===== src/rtl/oarb_pkg.sv =====
// oarb_pkg: shared sizing and FSM encoding for the output-port arbiter
package oarb_pkg;
    localparam int PORT = 3;
    localparam int PKTW = 15;
    typedef enum logic {OA_IDLE, OA_GNT} oa_state_e;
endpackage


===== src/rtl/oarb_rr_pick.sv =====
// oarb_rr_pick: round-robin first-set search over elig starting at ptr, wrapping to 0
module oarb_rr_pick #(
    parameter int NIN = 4,
    parameter int PW = (NIN > 1) ? $clog2(NIN) : 1
) (
    input  logic [NIN-1:0] elig,
    input  logic [PW-1:0]  ptr,
    output logic [NIN-1:0] onehot,
    output logic [PW-1:0]  idx,
    output logic           any
);
    logic [PW-1:0] j;
    always_comb begin
        onehot = '0;
        idx = '0;
        any = 1'b0;
        j = '0;
        for (int k = 0; k < NIN; k++) begin
            j = PW'((int'(ptr) + k) % NIN);
            if (!any && elig[j]) begin
                any = 1'b1;
                idx = j;
                onehot[j] = 1'b1;
            end
        end
    end
endmodule


===== src/rtl/oarb.sv =====
// oarb: per-output round-robin arbiter; one-cycle ack to the winning ib, winner's packet registered onto pkto
module oarb #(
    parameter int NIN = oarb_pkg::PORT + 1,
    parameter int PKTW = oarb_pkg::PKTW
) (
    input  logic                    clk,
    input  logic                    rst,
    input  logic [NIN-1:0]          req,
    input  logic [NIN*(PKTW+1)-1:0] pkti,
    input  logic                    full,
    output logic [NIN-1:0]          ack,
    output logic [PKTW:0]           pkto
);
    import oarb_pkg::*;
    localparam int PW = (NIN > 1) ? $clog2(NIN) : 1;
    oa_state_e state, state_d;
    logic [PW-1:0] ptr, ptr_d, w, w_d, idx;
    logic [NIN-1:0] mask, mask_d, ack_d, onehot, elig;
    logic [PKTW:0] pkto_d;
    logic any;
    // the last winner's req lags its pop by a cycle, so it sits out one IDLE cycle
    assign elig = req & ~mask;
    oarb_rr_pick #(.NIN(NIN), .PW(PW)) u_pick (
        .elig(elig),
        .ptr(ptr),
        .onehot(onehot),
        .idx(idx),
        .any(any)
    );
    always_ff @(posedge clk or posedge rst) begin
        if (rst) begin
            state <= OA_IDLE;
            ptr <= '0;
            mask <= '0;
            ack <= '0;
            pkto <= '0;
            w <= '0;
        end else begin
            state <= state_d;
            ptr <= ptr_d;
            mask <= mask_d;
            ack <= ack_d;
            pkto <= pkto_d;
            w <= w_d;
        end
    end
    always_comb state_d = (state == OA_GNT) ? OA_IDLE : (any && !full) ? OA_GNT : OA_IDLE;
    always_comb begin
        ack_d = (state == OA_IDLE && any && !full) ? onehot : '0;
        w_d = (state == OA_IDLE) ? idx : w;
        mask_d = (state == OA_GNT) ? ack : '0;
        ptr_d = (state == OA_GNT) ? ((w == PW'(NIN - 1)) ? '0 : w + PW'(1)) : ptr;
        pkto_d = (state == OA_GNT) ? pkti[int'(w)*(PKTW+1) +: PKTW+1] : '0;
    end
endmodule


===== config.mk =====
export PLATFORM = sky130hd
export DESIGN_NAME = oarb
export DESIGN_NICKNAME = d
export VERILOG_FILES = /design/src/rtl/oarb_pkg.sv /design/src/rtl/oarb_rr_pick.sv /design/src/rtl/oarb.sv
export SDC_FILE = /design/constraint.sdc
export NUM_CORES = 1
export LEC_CHECK = 0
export CELL_PAD_IN_SITES_DETAIL_PLACEMENT = 1
export CELL_PAD_IN_SITES_GLOBAL_PLACEMENT = 1
export CORE_MARGIN = 2
export CORE_UTILIZATION = 31
export CTS_CLUSTER_DIAMETER = 30
export DETAILED_ROUTE_END_ITERATION = 8
export PLACE_DENSITY = 0.87
export SYNTH_ARGS = -nofsm -noshare
export SYNTH_HDL_FRONTEND = slang
export SYNTH_SLANG_ARGS = --single-unit

===== constraint.sdc =====
create_clock -name clk -period 2.9 [get_ports clk]
set_clock_uncertainty 0.15 [all_clocks]
set_input_delay 0.58 -clock clk [delete_from_list [all_inputs] [get_ports clk]]
set_output_delay 0.58 -clock clk [all_outputs]
set_load 0.02 [all_outputs]

Word-level counts from Yosys, hierarchy flattened
Index checks and enable logic that the tools add are counted.
- add/sub/neg operators: 4
- magnitude comparators: 8
- equal/unequal tests: 1
- shifts and indexed selects: 1
- muxes and demuxes: 34
- bitwise operators: 6
- reductions and logical operators: 14
- operator list (operator ; count):
    64-bit by 7-bit indexed part select with 16-bit output ; 1
    4-bit 2-to-1 mux ; 6
    16-bit 2-to-1 mux ; 1
    1-bit 2-to-1 mux ; 14
    2-bit by 3-bit < comparator with 1-bit output (second input constant) ; 4
    4-bit OR ; 3
    1-bit logical AND ; 10
    2-bit 2-to-1 mux ; 5
    1-bit binary-select mux with 2-bit select ; 4
    1-bit demux with 2-bit select ; 4
    2-bit by 1-bit greater-or-equal comparator with 1-bit output (second input constant) ; 4
    2-bit by 1-bit adder with 2-bit output (second input constant) ; 2
    2-bit adder (second input constant) ; 2
    4-bit AND ; 1
    1-bit zero test ; 4
    4-bit NOT ; 1
    2-bit equality test (second input constant) ; 1
    1-bit NOT ; 1
- flip-flop bits (word level): 29
- bits of input ports: 71
- output and inout port bits: 20
- word-level logic and storage cells: 74

Logic depth before layout (Yosys ltp)
Gate-level depths: netlist (run 1).
- depth in word-level cells: 17
- depth in mapped cells: 9
- mapped depth without buffers: 7

By module
Synthesis (run 1) repeated with hierarchy kept, for this count alone.
- cell total of the unflattened synthesis: 153
- area, all modules: 1836.8 um^2
- modules (own cells, without submodules) (module ; instances ; cells an instance ; area an instance (um^2) ; seq. area each (um^2)):
    oarb ; 1 ; 108 ; 1417.6 ; 725.7
    oarb_rr_pick ; 1 ; 45 ; 419.2 ; 0.0

Least setup slack after synthesis (run 1)
OpenSTA, ideal clock, no wires.
- path kind: flip-flop to flip-flop
- from: register ptr[0]
- to: register ack[2]
- setup time: 0.122 ns
- arrival: 2.357 ns
- data required time: 2.628 ns
- setup slack: 0.271 ns
- stages on the path, launching flop included: 9
- buffers on the path: 2
- path through: dfrtp_1 > buf_6 > clkinv_1 > ha_1 > buf_8 > mux4_1 > nor4b_2 > nor3_2 > a32o_1
- cells in the longest elaborated chain, start to end: 15
- elaborated cells between the ends (all ways): 51
- those cells by class: add/sub (3); order compare (8); mux (25); bitwise (3); reduce/logical (12)
- RTL lines (item ; line ; RTL):
    from (decl) ; oarb.sv:17 ; logic [PW-1:0] ptr, ptr_d, w, w_d, idx;
    from (signal assigned) ; oarb.sv:40 ; ptr <= ptr_d;
    parallel branches: the longest is 14 deep, another holds 2-bit by 3-bit < comparator with 1-bit output ; -- ;
    4-bit 2-to-1 mux (*) ; oarb.sv:49 ; ack_d = (state == OA_IDLE && any && !full) ? onehot : '0;
    via ack_d[2] ; oarb.sv:18 ; logic [NIN-1:0] mask, mask_d, ack_d, onehot, elig;
    to (signal assigned) ; oarb.sv:42 ; ack <= ack_d;
    to (decl) ; oarb.sv:11 ; output logic [NIN-1:0] ack,
Mark *: on every way through the listed nets, which the timed path passes. The select of a mux whose other input is x is not followed.
A chain may end at the register's enable or synchronous reset.

Final worst setup path (run 1)
- from: input req[2]
- to: register ack[2]
- cells in the longest elaborated chain, start to end: 16
- elaborated cells between the ends (all ways): 29
- those cells by class: mux (17); bitwise (4); reduce/logical (8)
- RTL lines (item ; line ; RTL):
    from (decl) ; oarb.sv:8 ; input logic [NIN-1:0] req,
    4-bit AND (*) ; oarb.sv:22 ; assign elig = req & ~mask;
    1-bit binary-select mux with 2-bit select ; oarb_rr_pick.sv:20 ; if (!any && elig[j]) begin
    1-bit 2-to-1 mux (not written as such) ; oarb_rr_pick.sv:20 ;
    1-bit 2-to-1 mux ; oarb_rr_pick.sv:20 ;
    1-bit zero test ; oarb_rr_pick.sv:20 ;
    1-bit logical AND ; oarb_rr_pick.sv:20 ;
    1-bit 2-to-1 mux ; oarb_rr_pick.sv:20 ;
    1-bit zero test ; oarb_rr_pick.sv:20 ;
    1-bit logical AND ; oarb_rr_pick.sv:20 ;
    1-bit 2-to-1 mux ; oarb_rr_pick.sv:20 ;
    1-bit zero test ; oarb_rr_pick.sv:20 ;
    1-bit logical AND ; oarb_rr_pick.sv:20 ;
    1-bit 2-to-1 mux ; oarb_rr_pick.sv:20 ;
    1-bit logical AND (2 in series) ; oarb.sv:49 ;
    4-bit 2-to-1 mux (*) ; oarb.sv:49 ;
    via ack_d[2] ; oarb.sv:18 ;
Mark *: on every way through the listed nets, which the timed path passes. The rest lies on a longest branch. The select of a mux whose other input is x is not followed.

==> results_dict.tcl, run 1 <==
set metrics [dict create \
    finalSetupViolations 0 \
    core_area_um2 5890 \
    dp_hpwl_um 4340 \
    wl_per_cell_um 17.1 \
    port-buffer-count 90 \
    num-fill-cells 636 \
    leakage_nw 1.21 \
    vias_per_cell 5.00 \
    synthFlopType "dfrtp_1" \
    tightest_slew_ns 0.796 \
    crit_required_ns 2.91 \
    synth_enable_flop_cells 0 \
    ctsResizeCount 0 \
    path_clk_slew_ns 0.06 \
    initial_core_util 0.319 \
    ys_seq_elements 29 \
    internal-power_mw 1.53 \
    cts_root_buf "clkbuf_8" \
    worstPathMaxFanout 8 \
    syn-mean-instance-area_um2 12.9 \
    rsz0062_at_grt "false" \
    grt_usage 0.162 \
    synth_top_area_share 0.386 \
    endpoint_kind "register" \
    final_cell_mix "clkdlybuf4s50_1 (90), dfrtp_1 (29), and2_1 (20), mux4_2 (19)" \
    syn-num-nets 226 \
    gp_congestion 0.903 \
    ys_async_sr_fraction 1.00 \
    drv_cap 0 \
    drive_gt1_frac 0.179 \
    p_per_area_nw_per_um2 862 \
    final.setup.tns_ns 0 \
    rows 28 \
    dieWidth_um 81.9 \
    final-hold-violation-count 0 \
    min_path_type "reg -> reg" \
    insertion_delay_ns 0.27 \
    cts_hold_buf 0 \
    nNetsFinal 319 \
    yosys_warnings 0 \
    hold_ws_ns 0.357 \
    yosysTopAreaCell "dfrtp_1" \
    p_clk_frac 0.128 \
    grt_pass1_vias 1696 \
    die_h_um 81.9 \
    synth_cells 146 \
    routed_wl_um 5400 \
    ys_seq_area_frac 0.386 \
    die-area_um2 6700 \
    status "finished clean" \
    p_sw_mw 1.01 \
    start_kind "input port" \
    io_pins 91 \
    drtPass1Iterations 4 \
    vdd_ir_drop_max_mv 0.409 \
    period_minus_slack_ns 2.51 \
    arrival_ns 2.52 \
    final_common_cell "clkdlybuf4s50_1" \
    numCtsBuffers 5 \
    drc 0 \
    slew_viol_final 0 \
    first_iter_violations 107 \
    cts_buffer_depth 2 \
    max_slew_margin 0.470 \
    vias 1575 \
    cts.sinks 29 \
    p_comb_frac 0.602 \
    cts_htree_levels 2 \
    ant_nets 0 \
    period_share 0.867 \
    grt_pass1_wl_um 8150 \
    area_delta_synth_final_pct 56.3 \
    mappedNetlistArea_um2 1880 \
    max_freq_mhz 398 \
    diodes 0 \
    cts_tree "built" \
    synth_cell_types 40 \
    grt_max_degree 30 \
    antenna_found_initial 0 \
    yosys-top-cells-area "dfrtp_1 (39%), mux4_2 (23%), and2_1 (6.7%), ha_1 (6.0%), nand2b_1 (2.3%)" \
    p_sw_frac 0.398 \
    critPathKind "in -> reg" \
    p_seq_frac 0.270 \
    grt-ovfl-total 0 \
    postCtsSetupBuffers 0 \
]
==> critical path: stages <==
cell and delay [ns]:
clkdlybuf4s50_1 0.42, nor2b_1 0.17, mux4_2 0.60, nor4b_2 0.31, nor3_2 0.12, a32o_1 0.31
==> state kept, by name, indices dropped and copies added (netlist names) <==
register,flops
pkto,16
ack,4
mask,4
ptr,2
w,2
state,1
==> power by group through the flow <==
stage	logic (mW)	clock network, mW	registers (mW)
global route	1.64	0.351	0.713
global placement	1.48	0	0.691
CTS	1.53	0.332	0.688
finish	1.52	0.325	0.683
detailed placement	1.52	0	0.697
floorplan	0.977	0	0.739
==> cell families after synthesis <==
family	share of synthesized area
AO/OA/AOI/OAI	0.0852
adder cells (fa/ha/maj)	0.0599
buffers and inverters	0.0506
flip-flops	0.386
multiplexers	0.242
AND/OR/NAND/NOR	0.176
==> metal layers <==
layer  vias to the layer above  share of wire  global-route usage  wire [um]
li1                        729              -                   -          -
met1                       792           0.39               0.199       2110
met2                        50           0.56               0.289       3030
met3                         4          0.041              0.0275        221
met4                         0         0.0080              0.0500         43
met5                         -              0                   0          0
==> synthesized netlist by cell type, types with 2 or more instances <==
cell type  number
nor2_1          9
nand2_1         3
nor2b_1         2
or4_1           2
dfrtp_1        29
nand2b_1        7
buf_2           3
a21oi_1         3
and2_1         20
buf_6           2
mux4_2         19
a221o_1         4
inv_1           2
a32o_1          4
ha_1            9
clkbuf_1        4
==> stage by stage <==
| stage | area [um^2] | worst slack, ns | utilization | cells | power (mW) |
|---|---|---|---|---|---|
| 6_report | 2940 | 0.386 | 0.499 | 315 | 2.53 |
| 5_1_grt | 2940 | 0.308 | 0.499 | 315 | 2.71 |
| 4_1_cts | 2940 | 0.390 | 0.499 | 315 | 2.55 |
| 3_5_place_dp | 2850 | 0.124 | 0.484 | 307 | 2.22 |
| 3_3_place_gp | 2850 | 0.187 | 0.484 | 307 | 2.17 |
| 2_1_floorplan | 1880 | 0.271 | - | 146 | 1.72 |
==> worst paths after layout <==
check / start / cells past startpoint / end / slack [ns]
max reg2reg: ptr[1]$_DFFE_PP0P_ / 7 / ack[2]$_DFF_PP0_ / 0.47
min: ack[2]$_DFF_PP0_ / 1 / mask[2]$_DFF_PP0_ / 0.36
min in group asynchronous: rst / 3 / pkto[1]$_DFF_PP0_ / 0.54
min reg2reg: ack[2]$_DFF_PP0_ / 1 / mask[2]$_DFF_PP0_ / 0.36
max: req[2] / 6 / ack[2]$_DFF_PP0_ / 0.39
max in group asynchronous: rst / 3 / pkto[6]$_DFF_PP0_ / 1.79
==> final cells by class <==
type	instances	area, um^2	area share
clock buffers	5	68.8	0.0234
inverters	4	20.0	0.00681
multi-input cells	102	1060	0.360
clock inverters	3	17.5	0.00596
flip-flops and latches	29	726	0.247
well taps	75	93.8	0.0319
repair buffers	97	953	0.325
Power figures use the tool's default switching activity.
==> run 2: changes to the inputs <==
GPL_ROUTABILITY_DRIVEN = 0   (was default)
==> results of run 2 <==
Same layout as run 1: the final DEF is identical, and so are final timing and power.
==> RTL change: new RTL, settings of run 1 <==
Make the reset (`rst`) synchronous in one clocked block.
--- a/src/rtl/oarb.sv
+++ b/src/rtl/oarb.sv
@@ -29,3 +29,3 @@
     );
-    always_ff @(posedge clk or posedge rst) begin
+    always_ff @(posedge clk) begin
         if (rst) begin
Formal check against the unedited RTL: differs if rst is asserted again (counterexample within 4 cycles, from zero or initial values and one cycle with rst high); with rst held inactive, the same outputs for 4 cycles.
==> RTL change against run 1 <==
Via count up 4.0%. Sequential cell count is the same. Setup slack improved by 0.0016 ns. Design area is 3.6% lower. Wire length grew 9.1%. Sequential share of layout area down 4.2 points. Area after synthesis is 8.7% lower.
Power is not compared: it rests on default switching activity, and its combinational part moved more than twofold at a synthesized area within 25%.
==> RTL change: results (changes against run 1) <==
| Metric | Value |
|---|---|
| Outcome | `finished clean` |
| Synth Area in Compound Gates | `11.2% (+2.6 points)` |
| DR iter-0 viols | `75 (-30%)` |
| Top cells by count, synth | `29 x dfxtp_1, 21 x mux4_2, 20 x and2_1` |
| Number of global-route vias before repair | `1822 (+7.4%)` |
| Pre-CTS setup slack | `0.107 ns (-0.0169 ns)` |
| Ys async rst share | `0% (-100 points)` |
| All-layer global routing usage | `19.6% (+3.4 points)` |
| Placed cell area | `2720 um^2 (-4.7%)` |
| Gp weighted congestion | `0.814 (-9.8%)` |
| Detailed placer's ending HPWL | `4610 um (+6.4%)` |
| Reg2reg end | `ack[2]$_SDFF_PP0_` |
| Sequential area share after synthesis | `33.8% (-4.8 points)` |
| Largest net degree at the start of global routing | `19 (-37%)` |
| Post-Synth Adder-Cell Area | `6.56% (+0.57 points)` |
| Fillcell total | `581 (-8.6%)` |
| Hold path start | `ack[2]$_SDFF_PP0_` |
| Layout cell share with drive strength beyond 1 | `16.3% (-1.7 points)` |
| Top cells by area, synth | `dfxtp_1 34%, mux4_2 28%, and2_1 7.3%` |
| MaxCap Viol Count | `0 (unchanged)` |
| Total number of vias | `1638 (+4.0%)` |
| Syn Nets | `230 (+1.8%)` |
| Worst Path Arrival | `2.55 ns (+0.03 ns)` |
| RR Startpoint | `ptr[0]$_SDFFE_PP0P_` |
| Dpl cells | `310 (+0.98%)` |
| Post-synthesis cell count | `150 (+2.7%)` |
| Synth cell types | `30 (-25%)` |
| Post-synthesis mux area share | `28.2% (+4.0 points)` |
| WL/cell | `18.5 um (+8.0%)` |
| Worst reg2reg path depth | `6 (-1)` |
| First-pass GRT wire length | `9200 um (+13%)` |
| Destination of the worst hold path | `mask[2]$_SDFF_PP0_` |
==> RTL change: cell type report <==
cell class / count / area (um^2) / area share, %
timing repair buffer: 98 / 961 / 33.9
multi-input combinational: 101 / 1040 / 36.9
tap: 72 / 90.1 / 3.18
sequential: 29 / 581 / 20.5
clock buffer: 7 / 86.3 / 3.05
inverter: 10 / 40.0 / 1.41
clock inverter: 1 / 30.0 / 1.06
==> RTL change: worst max path at each step <==
stage | from | to | slack (ns) | depth (start not counted)
5_1_grt | req[3] | ack[0]$_SDFF_PP0_ | 0.20 | 6
3_3_place_gp | req[3] | w[1]$_SDFFE_PP0N_ | 0.19 | 5
4_1_cts | req[3] | ack[2]$_SDFF_PP0_ | 0.39 | 6
6_report | req[3] | ack[2]$_SDFF_PP0_ | 0.39 | 6
2_1_floorplan | ptr[1]$_SDFFE_PP0P_ | w[1]$_SDFFE_PP0N_ | 0.38 | 7
3_5_place_dp | req[3] | ack[2]$_SDFF_PP0_ | 0.11 | 6
==> RTL change: logic make-up after synthesis <==
family                     count (synthesis)
adders and majority gates                  9
buffers and inverters                     20
DFF                                       29
AOI/OAI and AO/OA                         25
and+or+nand+nor                           45
muxes                                     22
==> RTL change: per-stage QoR <==
stage	hold slack, ns	total power [W]
2_1_floorplan	0.403	0.000664
3_3_place_gp	0.307	0.000831
3_5_place_dp	0.304	0.000848
4_1_cts	0.323	0.00129
5_1_grt	0.349	0.00134
6_report	0.324	0.00127
==> RTL change: layer usage <==
metal / vias up / track usage, % / routed length [um] / part of all wire [%]
li1: 746 / - / - / -
met1: 811 / 21.1 / 2270 / 38
met2: 73 / 36.0 / 3130 / 53
met3: 8 / 5.52 / 412 / 7.0
met4: 0 / 8.07 / 85 / 1.4
met5: - / 0 / 0 / 0
==> RTL change: critical path, stage by stage <==
cell and delay [ns]:
clkdlybuf4s50_1 0.47, nor2b_1 0.33, mux4_2 0.35, nor2b_1 0.39
a221oi_1 0.15, o32ai_1 0.28
==> RTL change: power by group <==
| part | total, W | leakage (nW) | switching, W | internal, W |
|---|---|---|---|---|
| registers | 0.000450 | 0.236 | 0.0000301 | 0.000419 |
| clock network | 0.000433 | 0.0585 | 0.000153 | 0.000280 |
| logic | 0.000391 | 0.751 | 0.000153 | 0.000237 |
